**src/rtl/mult_rr_scheduler.sv**
```systemverilog
// Round-robin scheduler feeding one shared SIZE x SIZE unsigned multiplier.
// Up to NREQ requesters present operand pairs. A rotating-priority arbiter
// accepts at most one pair per cycle. The registered product is returned on a
// single valid/ready result channel, tagged with the index of the requester
// that issued it.
module mult_rr_scheduler #(
  parameter int unsigned SIZE = 8,
  parameter int unsigned NREQ = 4,
  parameter int unsigned CNTW = 16
) (
  input  logic                      clk,
  input  logic                      rst,
  input  logic [NREQ-1:0]           req_valid,
  output logic [NREQ-1:0]           req_ready,
  input  logic [NREQ*SIZE-1:0]      a_bus,
  input  logic [NREQ*SIZE-1:0]      b_bus,
  output logic                      res_valid,
  input  logic                      res_ready,
  output logic [2*SIZE-1:0]         res_data,
  output logic [$clog2(NREQ)-1:0]   res_id,
  output logic [CNTW-1:0]           issue_cnt
);

  localparam int unsigned IDW = $clog2(NREQ);
  localparam int unsigned PW  = 2 * SIZE;
  // NREQ at the width of an un-wrapped index sum, so the compare stays width-matched.
  localparam logic [IDW:0] NREQ_W = (IDW+1)'(NREQ);

  // Result register, rotating priority pointer and issued-operation counter.
  logic              r_res_valid;
  logic [PW-1:0]     r_res_data;
  logic [IDW-1:0]    r_res_id;
  logic [IDW-1:0]    r_rr_ptr;
  logic [CNTW-1:0]   r_issue_cnt;

  logic              w_slot_free;
  logic              w_found;
  logic [IDW-1:0]    w_win;
  logic [IDW-1:0]    w_cand;
  logic              w_accept;
  logic [NREQ-1:0]   w_grant;
  logic [SIZE-1:0]   w_a;
  logic [SIZE-1:0]   w_b;
  logic [PW-1:0]     w_prod;
  logic [IDW-1:0]    w_next_ptr;

  // Fold an index sum in [0, 2*NREQ-2] back into [0, NREQ-1].
  function automatic logic [IDW-1:0] wrap_idx(input logic [IDW:0] sum);
    logic [IDW:0] adj;
    adj = (sum >= NREQ_W) ? (sum - NREQ_W) : sum;
    return adj[IDW-1:0];
  endfunction

  // The result register can take a new product when it is empty or being drained.
  assign w_slot_free = !r_res_valid || res_ready;

  // First asserted request at or after the pointer, searching upward modulo NREQ.
  always_comb begin
    w_found = 1'b0;
    w_win   = '0;
    w_cand  = '0;
    for (int unsigned k = 0; k < NREQ; k++) begin
      w_cand = wrap_idx({1'b0, r_rr_ptr} + (IDW+1)'(k));
      if (!w_found && req_valid[w_cand]) begin
        w_found = 1'b1;
        w_win   = w_cand;
      end
    end
  end

  // A pair is taken only when a requester is waiting, the slot is open and reset is released.
  assign w_accept = rst && w_found && w_slot_free;

  // One-hot grant toward the selected requester; zero on backpressure, idle or reset.
  always_comb begin
    w_grant = '0;
    for (int unsigned i = 0; i < NREQ; i++) begin
      if (w_accept && (w_win == IDW'(i))) begin
        w_grant[i] = 1'b1;
      end
    end
  end

  // Operand mux selecting the winner's slices of a_bus and b_bus.
  always_comb begin
    w_a = '0;
    w_b = '0;
    for (int unsigned i = 0; i < NREQ; i++) begin
      if (w_win == IDW'(i)) begin
        w_a = a_bus[i*SIZE +: SIZE];
        w_b = b_bus[i*SIZE +: SIZE];
      end
    end
  end

  // Full-width product; (2^SIZE-1)^2 always fits in 2*SIZE bits.
  assign w_prod = PW'(w_a) * PW'(w_b);

  // Priority moves to the requester just after the one that was served.
  assign w_next_ptr = wrap_idx({1'b0, w_win} + (IDW+1)'(1));

  // Result register: load on accept (overriding a same-edge consume), clear valid on consume.
  always_ff @(posedge clk or negedge rst) begin
    if (!rst) begin
      r_res_valid <= 1'b0;
      r_res_data  <= '0;
      r_res_id    <= '0;
    end else if (w_accept) begin
      r_res_valid <= 1'b1;
      r_res_data  <= w_prod;
      r_res_id    <= w_win;
    end else if (res_ready) begin
      r_res_valid <= 1'b0;
    end
  end

  // Round-robin pointer advances only on an accepted pair.
  always_ff @(posedge clk or negedge rst) begin
    if (!rst) begin
      r_rr_ptr <= '0;
    end else if (w_accept) begin
      r_rr_ptr <= w_next_ptr;
    end
  end

  // Count of accepted pairs since reset, wrapping at 2^CNTW.
  always_ff @(posedge clk or negedge rst) begin
    if (!rst) begin
      r_issue_cnt <= '0;
    end else if (w_accept) begin
      r_issue_cnt <= r_issue_cnt + CNTW'(1);
    end
  end

  assign req_ready = w_grant;
  assign res_valid = r_res_valid;
  assign res_data  = r_res_data;
  assign res_id    = r_res_id;
  assign issue_cnt = r_issue_cnt;

endmodule

```
**config.mk**
```make
export PLATFORM = sky130hd
export DESIGN_NAME = mult_rr_scheduler
export DESIGN_NICKNAME = d
export VERILOG_FILES = /design/src/rtl/mult_rr_scheduler.sv
export SDC_FILE = /design/constraint.sdc
export NUM_CORES = 1
export LEC_CHECK = 0
export BUFFER_PORTS_ARGS = -buffer_cell sky130_fd_sc_hd__buf_2
export CAP_MARGIN = 20
export CORE_MARGIN = 8
export CORE_UTILIZATION = 49
export CTS_CLUSTER_DIAMETER = 50
export CTS_CLUSTER_SIZE = 24
export DETAILED_ROUTE_END_ITERATION = 6
export PLACE_DENSITY = 0.78
export SYNTH_ARGS = -nofsm -noshare
export SYNTH_HDL_FRONTEND = slang
export SYNTH_SLANG_ARGS = --single-unit
export TNS_END_PERCENT = 50
```
**constraint.sdc**
```tcl
create_clock -name clk -period 6.2 [get_ports clk]
set_clock_uncertainty 0.15 [all_clocks]
set_input_delay 0 -clock clk [delete_from_list [all_inputs] [get_ports clk]]
set_output_delay 0 -clock clk [all_outputs]
set_load 0.05 [all_outputs]
```
==> metrics.md, run 1 <==
| Metric | Value |
|---|---|
| Max Clk Rate | `approximately 170 MHz` |
| Routability cong. | `around 0.85` |
| Outcome | `finished clean` |
| Share of post-route cells with drive strength above 1 | `0.291` |
| TritonRoute pass-1 iters | `4` |
| Post-synthesis xor/xnor area fraction | `0.0516` |
| Post-Synth Adder-Cell Area | `0.291` |
| Mux share of post-synthesis cell area | `0.00472` |
| Most frequent CP cell | `fa_1` |
| Critical path launch point type | `flop` |
| Starting density of the core | `0.496` |
| Type of the worst setup path | `reg -> reg` |
| Min Clock Period, post-route | `about 6 ns` |
| DR iter-0 viols | `about 200` |
| WL/cell | `14.7 um` |
| DR vias/cell | `~5.2` |
| Largest family of logic cells by synthesized area | `adder cells` |
| Core ar. | `~8600 um2` |
| Synthesized instance count | `~480` |
| CTS root buf | `clkbuf_8` |
| Number of global-route vias before repair | `3991` |
| Pin count of the biggest net entering global routing | `39` |
| Mapped Nets | `~630` |
| Sequential share of the synthesized area | `0.218` |
| Slowest CP cell | `fa_1` |
| Die ar. | `11900 um2` |
| CP Data Required Time | `6.25 ns` |
| Worst-Margin Slew | `between 1 and 1.5 ns` |
| Synthesized area | `roughly 4200 um2` |
| Worst skew pair latency | `around 0.29 ns` |
| Global route overflow | `0` |
| Die Wd | `109 um` |
| WP data arrival | `roughly 6.0 ns` |
| Placed Area | `approximately 5000 um2` |
| Total CTS buffers | `5` |
| Antenna cell count | `0` |
| Placed Cells | `700` |
| Number of port buffers | `approximately 110` |
| Syn_area_per_cell | `8.76 um2` |
| Max-cap violations | `0` |
| Io pins | `110` |
| Antenna violations before repair | `0` |
| CTS clk-pin slew, worst paths | `approximately 0.080 ns` |
| Synth unique cells | `between 40 and 50` |
| Cells along the critical path | `buf_4, nor3b_1, nor3_2, buf_4, ha_2, buf_12, nor2b_1, a221oi_2, nor3_1, a21oi_2, or2_1, fa_1, fa_1, inv_1, fa_1, inv_1, fa_1, inv_1, ha_4, o211ai_1, a21oi_2, o2111ai_1, and3_1, o31ai_1` |
| Hold crit path type | `in -> reg` |
| Synth Register Bits | `37` |
| Critical Path End Type | `flop` |
| Row count | `34` |
| Hold Fails Final Rpt | `0` |
| Relative slew slack | `0.327` |
| Area fraction in compound gates after synthesis | `0.140` |
| Slew Limit Fails | `0` |
| DP Wirelength | `8610 um` |
| Via count | `3741` |
| Nets | `759` |
| Synth warn | `0` |
| WL final | `between 10000 and 15000 um` |
| R2r setup slk | `between 0.2 and 0.3 ns` |
| Final period utilization | `0.955` |
| Largest fanout on the critical path | `17` |
| Final setup vio count | `0` |
| Die Span Y | `109 um` |
| # clock sinks | `37` |
| CTS tree | `done` |
| Post-DRT Antenna Nets | `0` |
| Non-Filler Instances | `between 700 and 800` |
| Max Root-Sink Buffers | `2` |
| Max incr delay on CP | `roughly 0.53 ns` |
| H-tree depth | `2` |
| Global-route wire length before repair | `between 15000 and 20000 um` |
| All-Layer GR Usage | `0.182` |
| Drt drc | `0` |
| Post-route design area | `5320 um2` |
| Post-Synth Simple-Gate Area | `0.220` |
| Layout area overhead | `25.4%` |
==> cell usage after synthesis, drive strengths merged <==
library cell / instances / area [um2]
a31o: 1 / 8.76
dfrtp: 37 / 926
nor3: 18 / 106
mux2i: 2 / 20.0
buf: 14 / 100
xor2: 9 / 78.8
o41ai: 1 / 16.3
nor2b: 30 / 188
o21ai: 17 / 85.1
o2111ai: 1 / 8.76
a22oi: 3 / 32.5
or2: 19 / 119
nor3b: 1 / 7.51
a21o: 3 / 22.5
a221oi: 14 / 135
and3: 5 / 31.3
nor2: 46 / 173
a21boi: 2 / 15.0
fa: 36 / 721
nand4: 4 / 25.0
clkbuf: 3 / 11.3
o21a: 1 / 7.51
nand2b: 4 / 32.5
and4: 1 / 8.76
a31oi: 2 / 12.5
a211oi: 1 / 7.51
nand3: 5 / 25.0
a21oi: 32 / 198
o22ai: 1 / 6.26
nand2: 50 / 188
ha: 41 / 513
inv: 54 / 203
and2: 5 / 31.3
xnor2: 16 / 140
o31ai: 2 / 15.0
o211ai: 3 / 22.5
==> kinds of logic (layout without fill, tap and decap cells) <==
group	Yosys count	in the layout
adder cells (fa/ha/maj)	77	77
buffers and inverters	71	199
multiplexers	2	2
AND/OR/NAND/NOR	188	188
flip-flops	37	37
AO/OA/AOI/OAI	84	84
XOR/XNOR	25	25
==> per-layer routing <==
| metal | global-route usage | part of all wire | routed length, um | up-vias |
|---|---|---|---|---|
| li1 | - | - | - | 1852 |
| met1 | 0.233 | 0.45 | 4790 | 1741 |
| met2 | 0.307 | 0.46 | 4920 | 136 |
| met3 | 0.0402 | 0.072 | 760 | 12 |
| met4 | 0.0371 | 0.012 | 127 | 0 |
| met5 | 0 | 0 | 0 | - |
==> path summary, 6_finish.rpt <==
kind | start | endpoint | cells past startpoint
hold / removal | req_valid[3] | res_id[1]$_DFFE_PN0P_ | 3
setup reg to reg | r_rr_ptr[1]$_DFFE_PN0P_ | res_data[13]$_DFFE_PN0P_ | 24
setup / recovery | r_rr_ptr[1]$_DFFE_PN0P_ | res_data[13]$_DFFE_PN0P_ | 24
min in group asynchronous | rst | issue_cnt[8]$_DFFE_PN0P_ | 2
hold reg to reg | res_id[0]$_DFFE_PN0P_ | res_id[0]$_DFFE_PN0P_ | 2
max in group asynchronous | rst | r_rr_ptr[1]$_DFFE_PN0P_ | 2
==> through the flow <==
step | hold WS (ns) | setup TNS [ns] | utilization | worst slack (ns)
after detailed placement | 0.00230 | -0.109 | 0.579 | -0.0932
after global placement | -0.00777 | 0 | 0.579 | 0.181
after floorplan | -0.446 | 0 | - | 0.329
final | 0.0178 | 0 | 0.622 | 0.279
after global routing | 0.0195 | -0.0441 | 0.622 | -0.0279
after CTS | 0.0562 | 0 | 0.603 | 0.00222
==> state kept, by name, summed over array words and instances (netlist names) <==
name / count
issue_cnt: 16
res_valid: 1
res_data: 16
r_rr_ptr: 2
res_id: 2
==> timing repair <==
item                                   in CTS  in global routing
endpoints found under the hold margin      38                  0
hold buffers                                4                  0
setup endpoints to repair                   3                  8
resized for setup                           3                 18
gates cloned                                0                  1
pin swaps                                   0                  7
setup buffers                               2                  5
==> final cells by class <==
type,count,area (um2)
Fill cell,738,3230
Multi-Input combinational cell,376,3110
Sequential cell,37,927
Timing Repair Buffer,137,808
Inverter,54,203
Tap cell,108,135
Clock buffer,5,68.8
Clock inverter,3,68.8
==> critical path, delay by kind of cell (launching register included) <==
family,cells,cell delay (ns)
adder cells (fa/ha/maj),6,2.55
AND/OR/NAND/NOR,6,1.15
AO/OA/AOI/OAI,6,0.87
buffers and inverters,6,0.63
flip-flops,1,0.45
==> placed cells by master, fill, tap and decap left out, types with 9 or more instances in the layout <==
master,Yosys,final
a21oi_1,22,16
a21oi_2,10,16
a221oi_1,12,10
buf_2,5,109
buf_4,3,21
dfrtp_1,37,36
fa_1,36,36
ha_1,41,35
inv_1,54,54
nand2_1,50,50
nor2_1,46,46
nor2b_1,30,30
nor3_1,16,14
o21ai_0,17,16
or2_1,19,19
xnor2_1,16,16
xor2_1,9,9
Power of run 1 is not shown: default switching activity piles up to over one toggle a cycle in this logic, so the estimate is an artifact.
==> run 2, diff against run 1 <==
--- a/config.mk
+++ b/config.mk
@@ -5,14 +5,16 @@
 export SDC_FILE = /design/constraint.sdc
 export NUM_CORES = 1
 export LEC_CHECK = 0
+export ABC_AREA = 1
 export BUFFER_PORTS_ARGS = -buffer_cell sky130_fd_sc_hd__buf_2
 export CAP_MARGIN = 20
 export CORE_MARGIN = 8
-export CORE_UTILIZATION = 49
+export CORE_UTILIZATION = 50
 export CTS_CLUSTER_DIAMETER = 50
 export CTS_CLUSTER_SIZE = 24
 export DETAILED_ROUTE_END_ITERATION = 6
 export PLACE_DENSITY = 0.78
+export REMOVE_ABC_BUFFERS = 1
 export SYNTH_ARGS = -nofsm -noshare
 export SYNTH_HDL_FRONTEND = slang
 export SYNTH_SLANG_ARGS = --single-unit
==> run 2 against run 1 <==
Effect of this change:
- critical path depth rose by 9
- non-clock buffer count is 2 higher
- via count grew 30%
- critical path type unchanged
- die area grew 8.2%
- the flow now finishes with violations (DRC)
==> metrics.md, run 2 <==
| Metric | Value |
|---|---|
| H-tree depth | `2 (unchanged)` |
| Number of global-route vias before repair | `4761 (was 3991)` |
| Routability cong. | `0.940 (was 0.853)` |
| Number of port buffers | `109 (unchanged)` |
| Share of post-route cells with drive strength above 1 | `0.223 (was 0.291)` |
| Die Span Y | `113 um (was 109 um)` |
| Max incr delay on CP | `0.57 ns (was 0.53 ns)` |
| CP Data Required Time | `6.22 ns (was 6.25 ns)` |
| Max Used Layer | `met4 (unchanged)` |
| Die ar. | `12900 um2 (was 11900 um2)` |
| Io pins | `110 (unchanged)` |
| Worst skew pair latency | `0.29 ns (about the same)` |
| Synthesized instance count | `703 (was 484)` |
| Hold crit path type | `in -> reg (unchanged)` |
| WHS | `0.112 ns (was 0.0178 ns)` |
| Max-cap violations | `0 (unchanged)` |
| Pin count of the biggest net entering global routing | `61 (was 39)` |
| Global-route wire length before repair | `21100 um (was 17900 um)` |
| Mux share of post-synthesis cell area | `0 (was 0.00472)` |
| Critical path launch point type | `flop (unchanged)` |
| Drt drc | `1 (was 0)` |
| Total CTS buffers | `5 (unchanged)` |
| Layout area overhead | `24.0% (was 25.4%)` |
| WL met1 | `5310 um (was 4790 um)` |
| Synth unique cells | `30 (was 45)` |
| Largest area contributor in the synthesized netlist | `dfrtp_1 (unchanged)` |
| TritonRoute pass-1 iters | `7 (was 4)` |
| Met3 WL | `748 um (was 760 um)` |
| Sequential share of the synthesized area | `0.195 (was 0.218)` |
| Core ar. | `9240 um2 (was 8550 um2)` |
| Post-Synth Simple-Gate Area | `0.308 (was 0.220)` |
| All-Layer GR Usage | `0.195 (was 0.182)` |
| Worst Setup SP | `r_rr_ptr[0]$_DFFE_PN0P_ (was r_rr_ptr[1]$_DFFE_PN0P_)` |
| Syn_area_per_cell | `6.75 um2 (was 8.76 um2)` |
| Min-delay src | `a_bus[24] (was req_valid[3])` |
| R2r setup slk | `0.24 ns (was 0.28 ns)` |
| WL/cell | `13.2 um (was 14.7 um)` |
| Die Wd | `113 um (was 109 um)` |
| Sum of buffers and inverters on the critical path | `8 (was 6)` |
| Ys flop type | `dfrtp_1 (unchanged)` |
| Most common cell in the netlist | `nand2_1 (was inv_1)` |
| CP top delay family | `adder cells (unchanged)` |
| Post-DRT Antenna Nets | `0 (unchanged)` |
| CTS clk-pin slew, worst paths | `0.08 ns (about the same)` |
| Largest fanout on the critical path | `15 (was 17)` |
| Largest cells by area after synthesis | `dfrtp_1, nand2_1, fa_1 (was dfrtp_1, fa_1, ha_1)` |
| Area fraction in compound gates after synthesis | `0.0754 (was 0.140)` |
| Post-synthesis async set-or-reset flop share | `1.00 (unchanged)` |
| Post-Synth Adder-Cell Area | `0.260 (was 0.291)` |
| Synth Register Bits | `37 (unchanged)` |
| Slowest CP cell | `fa_1 (unchanged)` |
| WL met2 | `6350 um (was 4920 um)` |
| Nets | `977 (was 759)` |
| Min Clock Period, post-route | `5.96 ns (was 5.92 ns)` |
| Commonest non-fill, non-tap cells in the layout | `nand2_1, inv_1, buf_2 (was buf_2, inv_1, nand2_1)` |
| Post-synthesis xor/xnor area fraction | `0.0406 (was 0.0516)` |
| Dpl ws | `-0.184 ns (was -0.0932 ns)` |
| Synthesized area | `4740 um2 (was 4240 um2)` |
| Final setup vio count | `0 (unchanged)` |
| DR iter-0 viols | `333 (was 198)` |
| # fillers | `825 (was 738)` |
| WL final | `12600 um (was 10600 um)` |
| Slew Limit Fails | `0 (unchanged)` |
| Worst-Margin Slew | `0.845 ns (was 1.01 ns)` |
| Largest family of logic cells by synthesized area | `simple AND/OR/NAND/NOR gates (was adder cells)` |
| RSZ-0062 raised after global routing | `yes` |
| EDFF count, synth | `0 (unchanged)` |
| Antenna cell count | `0 (unchanged)` |
| Most frequent CP cell | `nand2_1 (was fa_1)` |
| Starting density of the core | `0.513 (was 0.496)` |
| Relative slew slack | `0.437 (was 0.327)` |
| Setup ws final | `0.236 ns (was 0.279 ns)` |
| Top cells by count, synth | `nand2_1, inv_1, nor2_1 (was inv_1, nand2_1, nor2_1)` |
| Final period utilization | `0.962 (was 0.955)` |
| RR Startpoint | `r_rr_ptr[0]$_DFFE_PN0P_ (was r_rr_ptr[1]$_DFFE_PN0P_)` |
| Via count | `4875 (was 3741)` |
| DP Wirelength | `10000 um (was 8610 um)` |
| Violated checks | `DRC` |
| # clock sinks | `37 (unchanged)` |
| DR vias/cell | `5.08 (was 5.20)` |
| Global route overflow | `0 (unchanged)` |
| CTS tree | `done (unchanged)` |
| Hold Fails Final Rpt | `0 (unchanged)` |
| Critical Path End Type | `flop (unchanged)` |
| Row count | `35 (was 34)` |
| Max Root-Sink Buffers | `2 (unchanged)` |
| Most common cell after layout, fill and taps aside | `nand2_1 (was buf_2)` |
| Top-area cell type share of the netlist area | `0.195 (was 0.218)` |
| Synth warn | `0 (unchanged)` |
| Type of the worst setup path | `reg -> reg (unchanged)` |
| WP data arrival | `5.98 ns (was 5.97 ns)` |
| CTS root buf | `clkbuf_8 (unchanged)` |
| Max Clk Rate | `168 MHz (was 169 MHz)` |
| Antenna violations before repair | `0 (unchanged)` |
| Outcome | `finished, violations left (was finished clean)` |
==> run 2: cell types whose count changed in the layout (fill, tap and decap cells not counted), sizes merged, moves of 5 or more <==
cell	delta
nand3	+37
nor2b	-30
nor2	+35
nor3	-14
inv	+68
xnor2	-8
xor2	+5
or2	-19
a21oi	-7
nand2	+172
a22oi	+11
a221oi	-14
and3	-5
==> run 2: final timing paths <==
kind,endpoint,cells after the start
min in group asynchronous,issue_cnt[2]$_DFFE_PN0P_,2
worst max register to register,res_data[9]$_DFFE_PN0P_,33
max in group asynchronous,r_rr_ptr[1]$_DFFE_PN0P_,2
worst min register to register,res_data[7]$_DFFE_PN0P_,2
worst max-delay path,res_data[9]$_DFFE_PN0P_,33
worst min-delay path,res_data[0]$_DFFE_PN0P_,6
==> run 2: through the flow <==
stage | setup TNS (ns) | instances | util | instance area [um2]
after floorplan | -0.146 | 683 | - | 4630
after global routing | -0.171 | 959 | 0.637 | 5880
after detailed placement | -0.952 | 942 | 0.596 | 5510
after global placement | -0.00848 | 942 | 0.596 | 5510
final | 0 | 959 | 0.637 | 5880
after CTS | 0 | 952 | 0.614 | 5670
==> run 2: cell families (layout without fill, tap and decap cells) <==
logic type	count (synthesis)	after routing
flip-flops	37	37
buffers and inverters	144	271
XOR/XNOR	22	22
AND/OR/NAND/NOR	360	360
AO/OA/AOI/OAI	63	63
adder cells (fa/ha/maj)	77	77
==> run 2: cell type report <==
cell class	instances	area [um2]	share of cell area
sequential	37	927	0.158
inverter	124	468	0.0796
tap	129	161	0.0274
timing repair buffer	139	830	0.141
clock buffer	5	68.8	0.0117
multi-input combinational	522	3360	0.572
clock inverter	3	65.1	0.0111
==> run 2: repair_timing <==
| action | CTS | global route |
|---|---|---|
| gates cloned | 0 | 1 |
| buffers inserted | 0 | 5 |
| hold endpoints to repair | 38 | 0 |
| resized for setup | 3 | 37 |
| hold buffers | 2 | 0 |
| pin swaps | 0 | 5 |
| setup endpoints to repair | 8 | 9 |
==> run 2: per-layer routing <==
metal,vias up,global-route usage
li1,2408,-
met1,2299,0.233
met2,150,0.356
met3,18,0.0306
met4,0,0.0497
met5,-,0
==> run 2: worst reg2reg max path, delay by kind of cell, from the launching register on <==
kind | cells | cell delay, ns
AO/OA/AOI/OAI | 3 | 0.35
XOR/XNOR | 1 | 0.17
adder cells (fa/ha/maj) | 6 | 2.55
buffers and inverters | 8 | 0.79
flip-flops | 1 | 0.41
AND/OR/NAND/NOR | 15 | 1.43
Power of run 2 is left out for the same reason.
